[src/rtl/run_sequencer_pkg.sv]
// Shared types and constants for the run sequencer: FSM state encoding and
// the widths of the run identifier and init-window counter.
package run_sequencer_pkg;

  typedef enum logic [1:0] {
    IDLE   = 2'd0,
    INIT   = 2'd1,
    RUN    = 2'd2,
    REPORT = 2'd3
  } seq_state_t;

  localparam int RUN_ID_W = 8;
  localparam int INIT_W   = 8;

endpackage

[src/rtl/run_sequencer_if.sv]
// Host/datapath-facing bundle of the run sequencer. The master side is the
// host plus datapath environment; the slave side is the sequencer itself.
interface run_sequencer_if
  import run_sequencer_pkg::*;
#(
  parameter int CNT_W = 16
);

  logic                run_req;
  logic                run_ack;
  logic                abort;
  logic                START;
  logic                DONE;
  logic                busy;
  logic                res_valid;
  logic                res_ready;
  logic [CNT_W-1:0]    res_cycles;
  logic                res_timeout;
  logic                res_aborted;
  logic [RUN_ID_W-1:0] run_id;

  modport master (
    output run_req, abort, DONE, res_ready,
    input  run_ack, START, busy, res_valid, res_cycles, res_timeout,
           res_aborted, run_id
  );

  modport slave (
    input  run_req, abort, DONE, res_ready,
    output run_ack, START, busy, res_valid, res_cycles, res_timeout,
           res_aborted, run_id
  );

endinterface

[src/rtl/run_sequencer.sv]
// Run controller: holds datapath START for an init window, counts RUN cycles
// until DONE, abort or watchdog, then reports a result record over valid/ready.
//
// state  | meaning
// IDLE   | datapath held in init, waiting for run_req
// INIT   | START held high for INIT_CYCLES after acceptance
// RUN    | START low, counting cycles, watching DONE/abort/watchdog
// REPORT | result record valid, datapath re-held, waiting for res_ready
module run_sequencer
  import run_sequencer_pkg::*;
#(
  parameter int               INIT_CYCLES = 2,
  parameter int               CNT_W       = 16,
  parameter logic [CNT_W-1:0] TIMEOUT     = {CNT_W{1'b1}}
) (
  input logic            CLK,
  input logic            reset_n,
  run_sequencer_if.slave bus
);

  localparam logic [INIT_W-1:0] INIT_LOAD = INIT_W'(INIT_CYCLES - 1);

  seq_state_t          state_q;
  logic [INIT_W-1:0]   init_cnt_q;
  logic [CNT_W-1:0]    cnt_q;
  logic                start_q;
  logic                run_ack_q;
  logic                busy_q;
  logic                res_valid_q;
  logic [CNT_W-1:0]    res_cycles_q;
  logic                res_timeout_q;
  logic                res_aborted_q;
  logic [RUN_ID_W-1:0] run_id_q;

  always_ff @(posedge CLK) begin
    if (!reset_n) begin
      state_q       <= IDLE;
      init_cnt_q    <= '0;
      cnt_q         <= '0;
      start_q       <= 1'b1;
      run_ack_q     <= 1'b0;
      busy_q        <= 1'b0;
      res_valid_q   <= 1'b0;
      res_cycles_q  <= '0;
      res_timeout_q <= 1'b0;
      res_aborted_q <= 1'b0;
      run_id_q      <= '0;
    end else begin
      run_ack_q <= 1'b0;
      unique case (state_q)
        IDLE: begin
          if (bus.run_req) begin
            state_q       <= INIT;
            run_ack_q     <= 1'b1;
            busy_q        <= 1'b1;
            run_id_q      <= run_id_q + 1'b1;
            cnt_q         <= '0;
            res_cycles_q  <= '0;
            res_timeout_q <= 1'b0;
            res_aborted_q <= 1'b0;
            init_cnt_q    <= INIT_LOAD;
          end
        end
        INIT: begin
          if (bus.abort) begin
            state_q       <= REPORT;
            busy_q        <= 1'b0;
            res_valid_q   <= 1'b1;
            res_aborted_q <= 1'b1;
            res_cycles_q  <= '0;
          end else if (init_cnt_q == '0) begin
            state_q <= RUN;
            start_q <= 1'b0;
          end else begin
            init_cnt_q <= init_cnt_q - 1'b1;
          end
        end
        RUN: begin
          // Priority DONE > abort > watchdog; the watchdog check precedes
          // the increment so the counter can never wrap.
          if (bus.DONE || bus.abort || (cnt_q == TIMEOUT)) begin
            state_q       <= REPORT;
            start_q       <= 1'b1;
            busy_q        <= 1'b0;
            res_valid_q   <= 1'b1;
            res_cycles_q  <= cnt_q;
            res_aborted_q <= !bus.DONE && bus.abort;
            res_timeout_q <= !bus.DONE && !bus.abort;
          end else begin
            cnt_q <= cnt_q + 1'b1;
          end
        end
        REPORT: begin
          if (bus.res_ready) begin
            state_q     <= IDLE;
            res_valid_q <= 1'b0;
          end
        end
        default: state_q <= IDLE;
      endcase
    end
  end

  assign bus.START       = start_q;
  assign bus.run_ack     = run_ack_q;
  assign bus.busy        = busy_q;
  assign bus.res_valid   = res_valid_q;
  assign bus.res_cycles  = res_cycles_q;
  assign bus.res_timeout = res_timeout_q;
  assign bus.res_aborted = res_aborted_q;
  assign bus.run_id      = run_id_q;

endmodule

[src/flat_wrapper.sv]
// flat-port wrapper written by rule: the top's interface ports become plain ports
module run_sequencer_flat import run_sequencer_pkg::*;
#(
  parameter int               INIT_CYCLES = 2,
  parameter int               CNT_W       = 16,
  parameter logic [CNT_W-1:0] TIMEOUT     = {CNT_W{1'b1}}
)
  (CLK, reset_n, bus_run_req, bus_abort, bus_DONE, bus_res_ready, bus_run_ack, bus_START, bus_busy, bus_res_valid, bus_res_cycles, bus_res_timeout, bus_res_aborted, bus_run_id);
  run_sequencer_if #(.CNT_W(CNT_W)) bus_i ();
  input logic CLK;
  input logic reset_n;
  input wire logic [$bits(bus_i.run_req)-1:0] bus_run_req;
  input wire logic [$bits(bus_i.abort)-1:0] bus_abort;
  input wire logic [$bits(bus_i.DONE)-1:0] bus_DONE;
  input wire logic [$bits(bus_i.res_ready)-1:0] bus_res_ready;
  output wire logic [$bits(bus_i.run_ack)-1:0] bus_run_ack;
  output wire logic [$bits(bus_i.START)-1:0] bus_START;
  output wire logic [$bits(bus_i.busy)-1:0] bus_busy;
  output wire logic [$bits(bus_i.res_valid)-1:0] bus_res_valid;
  output wire logic [$bits(bus_i.res_cycles)-1:0] bus_res_cycles;
  output wire logic [$bits(bus_i.res_timeout)-1:0] bus_res_timeout;
  output wire logic [$bits(bus_i.res_aborted)-1:0] bus_res_aborted;
  output wire logic [$bits(bus_i.run_id)-1:0] bus_run_id;
  assign bus_i.run_req = bus_run_req;
  assign bus_i.abort = bus_abort;
  assign bus_i.DONE = bus_DONE;
  assign bus_i.res_ready = bus_res_ready;
  assign bus_run_ack = bus_i.run_ack;
  assign bus_START = bus_i.START;
  assign bus_busy = bus_i.busy;
  assign bus_res_valid = bus_i.res_valid;
  assign bus_res_cycles = bus_i.res_cycles;
  assign bus_res_timeout = bus_i.res_timeout;
  assign bus_res_aborted = bus_i.res_aborted;
  assign bus_run_id = bus_i.run_id;
  run_sequencer #(.INIT_CYCLES(INIT_CYCLES), .CNT_W(CNT_W), .TIMEOUT(TIMEOUT)) u_core (.CLK(CLK), .reset_n(reset_n), .bus(bus_i));
endmodule
[config.mk]
export PLATFORM = sky130hd
export DESIGN_NAME = run_sequencer_flat
export DESIGN_NICKNAME = d
export VERILOG_FILES = /design/src/rtl/run_sequencer_pkg.sv /design/src/rtl/run_sequencer_if.sv /design/src/rtl/run_sequencer.sv /design/src/flat_wrapper.sv
export SDC_FILE = /design/constraint.sdc
export NUM_CORES = 1
export LEC_CHECK = 0
export CORE_AREA = 3 3 77 79
export CTS_CLUSTER_SIZE = 16
export DETAILED_ROUTE_END_ITERATION = 7
export DIE_AREA = 0 0 80 82
export PLACE_DENSITY = 0.78
export RECOVER_POWER = 100
export SYNTH_ARGS = -nofsm -noshare
export SYNTH_HDL_FRONTEND = slang
export SYNTH_SLANG_ARGS = --single-unit
export TNS_END_PERCENT = 20
[constraint.sdc]
create_clock -name CLK -period 6.1 [get_ports CLK]
set_input_delay 0.915 -clock CLK [delete_from_list [all_inputs] [get_ports CLK]]
set_output_delay 0.915 -clock CLK [all_outputs]
set_load 0.02 [all_outputs]
# Word level (Yosys, flattened, before mapping)
# Cells that the tools add are included.
[op_classes]
n_reduce_logical = 22
mux = 33
n_eq_ne = 13
addsub = 3
[ops]
columns = ["op", "n"]
rows = [
  ["two-way mux 16 bit", 4],
  ["one-hot mux 16 bit (3 select lines)", 1],
  ["one-hot mux 16 bit (2 select lines)", 1],
  ["two-way mux 8 bit", 3],
  ["AND reduction 4 bit", 5],
  ["adder 16 x 1 -> 16 bit, second input constant", 1],
  ["equality test 16 bit, second input constant", 1],
  ["one-hot mux 8 bit (2 select lines)", 1],
  ["two-way mux 1 bit", 12],
  ["!= test 2 bit, second input constant", 6],
  ["two-way mux 2 bit", 5],
  ["one-hot mux 1 bit (3 select lines)", 3],
  ["adder 8 x 1 -> 8 bit, second input constant", 1],
  ["zero test 8 bit", 1],
  ["one-hot mux 2 bit (4 select lines)", 1],
  ["subtractor 8 x 1 -> 8 bit, second input constant", 1],
  ["AND reduction 3 bit", 2],
  ["nonzero test 2 bit", 3],
  ["nonzero test 3 bit", 2],
  ["equality test 2 bit, second input constant", 2],
  ["!= test 2 x 1 -> 1 bit, second input constant", 2],
  ["one-hot mux 1 bit (2 select lines)", 2],
  ["AND reduction 2 bit", 2],
  ["!= test 3 x 2 -> 1 bit, second input constant", 1],
  ["5 further kinds", 8],
]
[totals]
out_inout_bits = 30
reg_bits = 56
wordCells = 82

# Longest topological paths before layout
# Gate-level depths: netlist (run 1).
[depth]
depth_word = 4
mapped_depth = 9
depth_no_buf = 7

# Least setup slack after synthesis (run 1)
# Ideal clock, no wire load.
[synth_timing]
path_type = "input -> register"
start = "input port reset_n"
end = "register u_core.cnt_q[15]"
n_path_buf = 2
stages = 6
setup_slack_ns = 3.900
arrival_ns = 2.138
cell_sequence = "clkbuf_1 and2_1 buf_4 nand3_2 or4_1 nand3_1"
[synth_lines]
columns = ["element", "line", "text"]
rows = [
  ["from (decl)", "flat_wrapper.sv:11", "input logic reset_n;"],
  ["to (signal assigned)", "run_sequencer.sv:90", "cnt_q <= cnt_q + 1'b1;"],
  ["to (decl)", "run_sequencer.sv:25", "logic [CNT_W-1:0] cnt_q;"],
]

==> impl_metrics.ini, run 1 <==
[cts]
htree_levels = 2
cts_resized = 0
cts_hold_buf = 0
cts_sinks = 56
numCtsBuffers = 5
cts_setup_buffers = 0
cts-root-buf = clkbuf_8
cts_buffer_depth = 2
cts_tree = done
clock_latency_ns = 0.31
cts.reportedPaths.clkPinSlew_ns = 0.10

[synth]
synth_edf_count = 0
synth_seq_area_share = 0.410
syn_inst = 326
synthDistinctLibCells = 51
ys.warnings.count = 0
synthFlopType = dfxtp_1
ys_async_sr_fraction = 0
synth_nets = 341
ys_ff_latch = 56
syn_avg_cell_area_um2 = 8.39
syn-cell-area_um2 = 2740

[detailed_routing]
drc = 0
drt_first_iter_violations = 312
vias_per_cell = 5.95
ant_nets = 0
dr.pass1.iters = 5
vias = 2522
wl_per_cell_um = 15.2
routed_wl_um = 6430

[critical_path]
crit_buf_inv = 3
cpPeakStageDelay_ns = 0.90
crit_path_start_kind = primary input
cpLargestDelayFamily = buffers and inverters
r2r_setup_slack_ns = 2.38
critPathKind = primary input to register
end_kind = register
cp_max_fo = 28
crit_chain = dlygate4sd3_1, clkbuf_1, clkinv_1, a311oi_2, o21ai_0, o31ai_1
cp.required_ns = 6.32
arrival_ns = 4.35
slowest_stage = clkbuf_1

[sta]
max_freq_mhz = 242
worstMarginPinSlew_ns = 1.23
finalSetupViolCount = 0
fin_skew_ns = 0.00998
slew_headroom = 0.179
whs_ns = 0.473
period_minus_slack_ns = 4.13
final.setup.tns_ns = 0
finalCritPeriodShare = 0.677
hold_viol = 0
rsz0062_at_grt = false
slew_viol_final = 0

[global_route]
met1_usage = 0.271
track_usage = 0.214
met3_usage = 0.0471
grt_overflow = 0
grt_pass1_wl_um = 11200
grt_antenna_before_repair = 0
grtUsageMet2 = 0.358
grt_max_degree = 37
grt.busiest_layer = met2
first_global_vias = 2376

[floorplan]
coreArea_um2 = 5410
die_area_um2 = 6560
start_util = 0.506
die_width_um = 80
num_io_pins = 36
dieHeight_um = 82
rows = 27

[layout]
fin_cells = 424
drive_above_1_share = 0.0511
nets = 366
fillers = 497
areaGrowthSynthToFinish_pct = 15.8
antenna_cells = 0
final_core_util = 0.586

[placed_design]
gp_congestion = 0.829
io_buffers = 35
dp.cells = 416
dp.final_hpwl_um = 4500

[job]
drv_cap = 0

[pwr]
leakage_nw = 1.18
power_density_nw_per_um2 = 370
irDropWorstVdd_mv = 0.145

[run_status]
status = complete, no violations

[worst_hold_path]
hold_path_class = register to register
-- cell usage after synthesis, types with 3 or more instances --
cell | number | area [um2]
buf_2 | 4 | 20.0
a31oi_1 | 4 | 25.0
o31ai_1 | 7 | 52.6
o21ai_0 | 17 | 85.1
nand3_1 | 28 | 140
nor3_1 | 6 | 30.0
dfxtp_1 | 56 | 1120
a21oi_1 | 16 | 80.1
nand4_1 | 12 | 75.1
inv_1 | 10 | 37.5
nand2_1 | 36 | 135
o21ai_1 | 19 | 95.1
and2_1 | 3 | 18.8
xor2_1 | 9 | 78.8
or3_1 | 6 | 37.5
nand4b_1 | 3 | 26.3
clkbuf_1 | 7 | 26.3
nor4_1 | 3 | 18.8
nor2_1 | 25 | 93.8
buf_4 | 5 | 37.5
ha_1 | 9 | 113
nand2b_1 | 3 | 18.8
-- layout by cell type, fill, tap and decap left out, drive strengths merged, types with 3 or more instances in the layout --
master | synthesis | final
o31ai | 7 | 7
or3 | 6 | 6
nor3 | 6 | 6
inv | 10 | 11
nand4 | 13 | 13
clkdlybuf4s50 | 0 | 3
nand4b | 3 | 3
nand3 | 31 | 31
a31oi | 4 | 4
a21oi | 18 | 18
nand2b | 3 | 3
nor4 | 3 | 3
dlygate4sd3 | 0 | 32
o41ai | 3 | 3
o21ai | 38 | 38
dfxtp | 56 | 56
nor2 | 25 | 25
ha | 9 | 9
clkbuf | 7 | 7
nand2 | 36 | 36
and2 | 3 | 3
xor2 | 9 | 9
-- per-layer routing --
| layer | part of all wire | vias to the layer above |
|---|---|---|
| met4 | 0.018 | 0 |
| met2 | 0.48 | 105 |
| met3 | 0.070 | 11 |
| met5 | 0 | - |
| met1 | 0.43 | 1173 |
| li1 | - | 1233 |
-- worst paths after layout --
| check | startpoint | endpoint | depth (start not counted) |
|---|---|---|---|
| worst min register to register | u_core.bus.res_cycles[8] | u_core.bus.res_cycles[8] | 2 |
| worst min-delay path | u_core.bus.res_cycles[8] | u_core.bus.res_cycles[8] | 2 |
| worst max register to register | u_core.cnt_q[0] | u_core.bus.busy | 5 |
| worst max-delay path | reset_n | u_core.cnt_q[8] | 6 |
-- report_power, final --
part / internal, mW / switching (mW)
Sequential: 0.406 / 0.0396
Combinational: 0.165 / 0.315
Clock: 0.124 / 0.122
Total: 0.695 / 0.476
-- tightest hold or removal path, delay by kind of cell (launching register included) --
family | cells | cell delay [ns]
flip-flops | 1 | 0.32
AO/OA/AOI/OAI | 1 | 0.06
AND/OR/NAND/NOR | 1 | 0.05
-- logic make-up after synthesis --
group / count (synthesis) / synth area share
AO/OA/AOI/OAI: 84 / 0.202
XOR/XNOR: 10 / 0.0320
adder cells (fa/ha/maj): 9 / 0.0412
buffers and inverters: 29 / 0.0485
flip-flops: 56 / 0.410
multiplexers: 1 / 0.00366
AND/OR/NAND/NOR: 137 / 0.263
-- layout make-up --
| cell class | instances | area (um2) | area share |
|---|---|---|---|
| clock buffer | 6 | 72.6 | 0.0229 |
| clock inverter | 2 | 38.8 | 0.0122 |
| inverter | 11 | 41.3 | 0.0130 |
| multi-input combinational | 241 | 1450 | 0.458 |
| sequential | 56 | 1120 | 0.354 |
| tap | 72 | 90.1 | 0.0284 |
| timing repair buffer | 36 | 354 | 0.112 |
-- flip-flops by register name (all words and copies together) (netlist names), 2 cells and up --
register	flops
u_core.bus.res_cycles	16
u_core.bus.run_id	8
u_core.cnt_q	16
u_core.init_cnt_q	8
u_core.state_q	2
-- metrics by stage --
step / power, mW / setup slack (ns) / area [um2]
after floorplan: 0.832 / 3.90 / 2740
after global placement: 0.921 / 2.78 / 3090
after detailed placement: 0.938 / 2.75 / 3090
after CTS: 1.19 / 3.08 / 3200
after global routing: 1.25 / 1.71 / 3170
final: 1.17 / 1.97 / 3170
Power figures use the tool's default switching activity.
==> run 2: changes to the inputs <==
Clock period 6.1 ns to 3.8 ns, I/O delays scaled along.
==> run 2 against run 1 <==
Effect of this change: sequential share of layout area decreased by 0.15 points; sequential power increased by 60%; sequential cell count unchanged; combinational power increased by 61%; first-iteration DRC count decreased by 46%; clock power increased by 62%; power increased by 61%; routed wire length about the same; worst setup slack got worse by 1.1 ns; count of clock-buffer cells in the layout unchanged; global-route usage decreased by 1.0 points; via count decreased by 0.99%.
==> impl_metrics.ini, run 2 (synthesized netlist as in run 1, its figures left out) <==
[run_status]
status = complete, no violations

[detailed_routing]
drt_first_iter_violations = 167
routed_wl_um = 6430
vias_per_cell = 5.85
dr.pass1.iters = 4
drc = 0
wl_per_cell_um = 15.1
ant_nets = 0
vias = 2497

[pwr]
leakage_nw = 1.19
power_density_nw_per_um2 = 593
total_power_mw = 1.89
irDropWorstVdd_mv = 0.273

[floorplan]
die_area_um2 = 6560
num_io_pins = 36
rows = 27
die_width_um = 80
dieHeight_um = 82
coreArea_um2 = 5410
start_util = 0.506

[placed_design]
dp.final_hpwl_um = 4430
gp_congestion = 0.889
dp.cells = 419
io_buffers = 35
dpl-instance-area_um2 = 3110
pre_cts_slack_ns = 1.04

[cts]
cts_sinks = 56
cts.reportedPaths.clkPinSlew_ns = 0.10
cts-root-buf = clkbuf_8
cts_hold_buf = 0
numCtsBuffers = 5
cts_setup_buffers = 0
cts_buffer_depth = 2
cts_resized = 0
htree_levels = 2
cts_tree = done
clock_latency_ns = 0.31

[global_route]
grt_overflow = 0
first_global_vias = 2280
grt_max_degree = 37
grt_antenna_before_repair = 0
grt_pass1_wl_um = 10700
track_usage = 0.203

[layout]
areaGrowthSynthToFinish_pct = 16.3
final_core_util = 0.589
antenna_cells = 0
layout_common_cells = dfxtp_1 (56), nand2_1 (36), o21ai_0 (32)
finalInstanceArea_um2 = 3180
fillers = 506
drive_above_1_share = 0.0535
nets = 369
fin_cells = 427
final_common_cell = dfxtp_1

[critical_path]
end_kind = register
crit_path_start_kind = register
arrival_ns = 3.18
r2r_setup_slack_ns = 0.88
crit_end = u_core.cnt_q[15]
rr_startpoint = u_core.state_q[0]
cp.required_ns = 4.06
r2r_cells = 7
critPathKind = register to register
cp_max_fo = 9
timing.critical_path.from = u_core.state_q[0]
r2r_end = u_core.cnt_q[15]

[job]
drv_cap = 0

[sta]
max_freq_mhz = 343
whs_ns = 0.459
finalSetupViolCount = 0
slew_viol_final = 0
fin_skew_ns = 0.00713
hold_viol = 0
period_minus_slack_ns = 2.92
slew_headroom = 0.406
fin_ws_ns = 0.883
final.setup.tns_ns = 0
worstMarginPinSlew_ns = 0.884
rsz0062_at_grt = false
finalCritPeriodShare = 0.768

[worst_hold_path]
hold_path_class = register to register
[run 2: area by class of cell]
class | count | area (um2) | area share
clock buffers | 6 | 72.6 | 0.0228
clock inverters | 2 | 38.8 | 0.0122
inverters | 11 | 41.3 | 0.0130
multi-input cells | 241 | 1450 | 0.454
flip-flops and latches | 56 | 1120 | 0.352
well taps | 72 | 90.1 | 0.0283
repair buffers | 39 | 373 | 0.117
[run 2: critical path: stages, from the launching register on]
cell     delay, ns
dfxtp_1       0.37
inv_1         0.13
ha_1          0.36
nor3b_1       0.68
o41a_2        0.37
nand3_1       0.30
or4_1         0.55
nand3_1       0.09
[run 2: worst min-delay path by stage]
stage / from / to / slack (ns) / cells after the start
4_1_cts: u_core.bus.res_cycles[8] / u_core.bus.res_cycles[8] / 0.46 / 2
6_report: u_core.bus.res_cycles[8] / u_core.bus.res_cycles[8] / 0.46 / 2
2_1_floorplan: u_core.cnt_q[15] / u_core.cnt_q[15] / 0.46 / 2
5_1_grt: u_core.bus.res_cycles[8] / u_core.bus.res_cycles[8] / 0.48 / 2
3_5_place_dp: u_core.bus.res_cycles[8] / u_core.bus.res_cycles[8] / 0.45 / 2
3_3_place_gp: u_core.bus.res_cycles[8] / u_core.bus.res_cycles[8] / 0.45 / 2
[run 2: power by group]
group / switching, mW / internal, mW / leakage (nW)
clock network: 0.200 / 0.199 / 0.0558
logic: 0.503 / 0.272 / 0.677
registers: 0.0624 / 0.651 / 0.454
total: 0.766 / 1.12 / 1.19
[run 2: layer usage]
layer | GRT usage | vias up | routed length, um | part of all wire
met2 | 0.334 | 79 | 3010 | 0.47
met4 | 0.0693 | 0 | 112 | 0.017
met5 | 0 | - | 0 | 0
li1 | - | 1231 | - | -
met1 | 0.269 | 1172 | 2940 | 0.46
met3 | 0.0373 | 15 | 366 | 0.057
==> run 3: changes to the inputs <==
Settings changed: CORE_AREA 3 3 77 79 to 3 3 79 81, DIE_AREA 0 0 80 82 to 0 0 82 84.
Clock period 3.8 ns to 2.4 ns, I/O delays scaled along.
==> run 3 against run 2 <==
Effect of this change: fmax is 28% higher; clock power is 37% higher; die area is 5.0% higher; worst hold slack worse by 0.0038 ns; sequential cell count stayed put; power is 60% higher; clock skew is 0.0063 ns higher; critical path type unchanged; count of clock-buffer cells in the layout is 1 higher; cell count is 3.3% higher; worst setup slack worse by 0.76 ns; highest routed layer unchanged.
==> impl_metrics.ini, run 3 (synthesized netlist as in run 1, its figures left out) <==
[critical_path]
rr_startpoint = u_core.cnt_q[0]
cpLargestDelayFamily = compound AO/OA/AOI/OAI gates
cp.required_ns = 2.64
r2r_end = u_core.cnt_q[2]
cp_max_fo = 8
arrival_ns = 2.51
cpPeakStageDelay_ns = 0.61
r2r_cells = 6
r2r_setup_slack_ns = 0.12
crit_chain = ha_1, nand3_4, o41a_2, a211oi_1, o21ai_0, o21ai_0
critPathKind = register to register
end_kind = register
crit_buf_inv = 0
crit_path_start_kind = register
slowest_stage = o41a_2
cp_common_cell = o21ai_0

[pwr]
irDropWorstVdd_mv = 0.503
p_clk_frac = 0.180
leakage_nw = 1.26
p_comb_frac = 0.444
power_density_nw_per_um2 = 912
swShare = 0.418
switchingPower_mw = 1.26
p_seq_frac = 0.376
p_int_mw = 1.76
total_power_mw = 3.02

[layout]
final_common_cell = dfxtp_1
layout_common_cells = dfxtp_1 (56), nand2_1 (36), dlygate4sd3_1 (31)
antenna_cells = 0
areaGrowthSynthToFinish_pct = 21.1
nets = 383
finalInstanceArea_um2 = 3310
drive_above_1_share = 0.103

[cts]
cts-root-buf = clkbuf_8
clock_latency_ns = 0.32
cts_sinks = 56
cts_buffer_depth = 2
cts.reportedPaths.clkPinSlew_ns = 0.10
numCtsBuffers = 5
cts_hold_buf = 0
cts_resized = 0
htree_levels = 2
cts_setup_buffers = 0
cts_tree = done

[floorplan]
die_area_um2 = 6890
start_util = 0.494
die_width_um = 82
coreArea_um2 = 5540
dieHeight_um = 84
rows = 27
num_io_pins = 36

[run_status]
status = complete, no violations

[sta]
worstMarginPinSlew_ns = 0.567
slew_viol_final = 0
slew_headroom = 0.619
hold_viol = 0
rsz0062_at_grt = false
finalSetupViolCount = 0
period_minus_slack_ns = 2.28
finalCritPeriodShare = 0.948
fin_skew_ns = 0.0134
max_freq_mhz = 439

[global_route]
first_global_vias = 2405
grt_max_degree = 33
grt_antenna_before_repair = 0
track_usage = 0.205
grt_pass1_wl_um = 11300
grt_overflow = 0

[placed_design]
dp.final_hpwl_um = 5040
gp_congestion = 0.875
io_buffers = 35
dpl-instance-area_um2 = 3230

[detailed_routing]
ant_nets = 0
wl_per_cell_um = 15.4
drc = 0
drt_first_iter_violations = 191
vias = 2575
dr.pass1.iters = 5
routed_wl_um = 6800
vias_per_cell = 5.84

[worst_hold_path]
hold_path_class = register to register
min_from = u_core.bus.res_cycles[11]
hold_depth = 2
worstHoldEndpoint = u_core.bus.res_cycles[11]

[job]
drv_cap = 0
run 3: cell types whose count changed in the layout (fill, tap and decap cells not counted), sizes merged:
cell / change
buf: +13
bufinv: -1
clkbuf: +2
clkinvlp: +1
inv: -1
run 3: per-layer routing:
layer	vias up	GRT usage	part of all wire
met5	-	0	0
met4	0	0.0604	0.015
met3	9	0.0378	0.062
met2	102	0.324	0.48
met1	1199	0.281	0.45
li1	1265	-	-
run 3: power groups by stage:
stage | clock, mW | sequential, mW | combinational (mW)
final | 0.545 | 1.14 | 1.34
after global routing | 0.582 | 1.15 | 1.49
after CTS | 0.555 | 1.13 | 1.39
after detailed placement | 0 | 1.15 | 1.38
after global placement | 0 | 1.14 | 1.33
after floorplan | 0 | 1.17 | 0.942
run 3: worst min-delay path, stage by stage (launching register included):
cell and delay, ns:
dfxtp_1 0.32, nand3_1 0.05, o21ai_1 0.05
run 3: layout make-up:
cell class	instances	area, um2
Fill cell	513	2230
Multi-Input combinational cell	241	1490
Sequential cell	56	1120
Timing Repair Buffer	53	478
Tap cell	72	90.1
Clock buffer	7	86.3
Inverter	11	41.3
Clock inverter	1	7.51
run 3: through the flow:
stage,instances,utilization,worst slack [ns],hold slack (ns),TNS [ns]
floorplan,326,-,0.413,0.459,0
global placement,433,0.583,0.0739,0.447,0
detailed placement,433,0.583,-0.0494,0.448,-0.106
CTS,441,0.600,0.0382,0.462,0
global route,441,0.598,0.000230,0.499,0
finish,441,0.598,0.124,0.456,0
run 3: worst max path at each step:
stage	endpoint	slack [ns]	start	cells after the start
finish	u_core.cnt_q[2]	0.12	u_core.cnt_q[0]	6
global route	u_core.cnt_q[2]	0.0002	u_core.cnt_q[0]	6
CTS	u_core.init_cnt_q[6]	0.04	u_core.state_q[0]	7
detailed placement	u_core.init_cnt_q[6]	-0.05	bus_abort	6
global placement	u_core.init_cnt_q[7]	0.07	bus_abort	6
floorplan	u_core.cnt_q[15]	0.41	u_core.state_q[0]	8
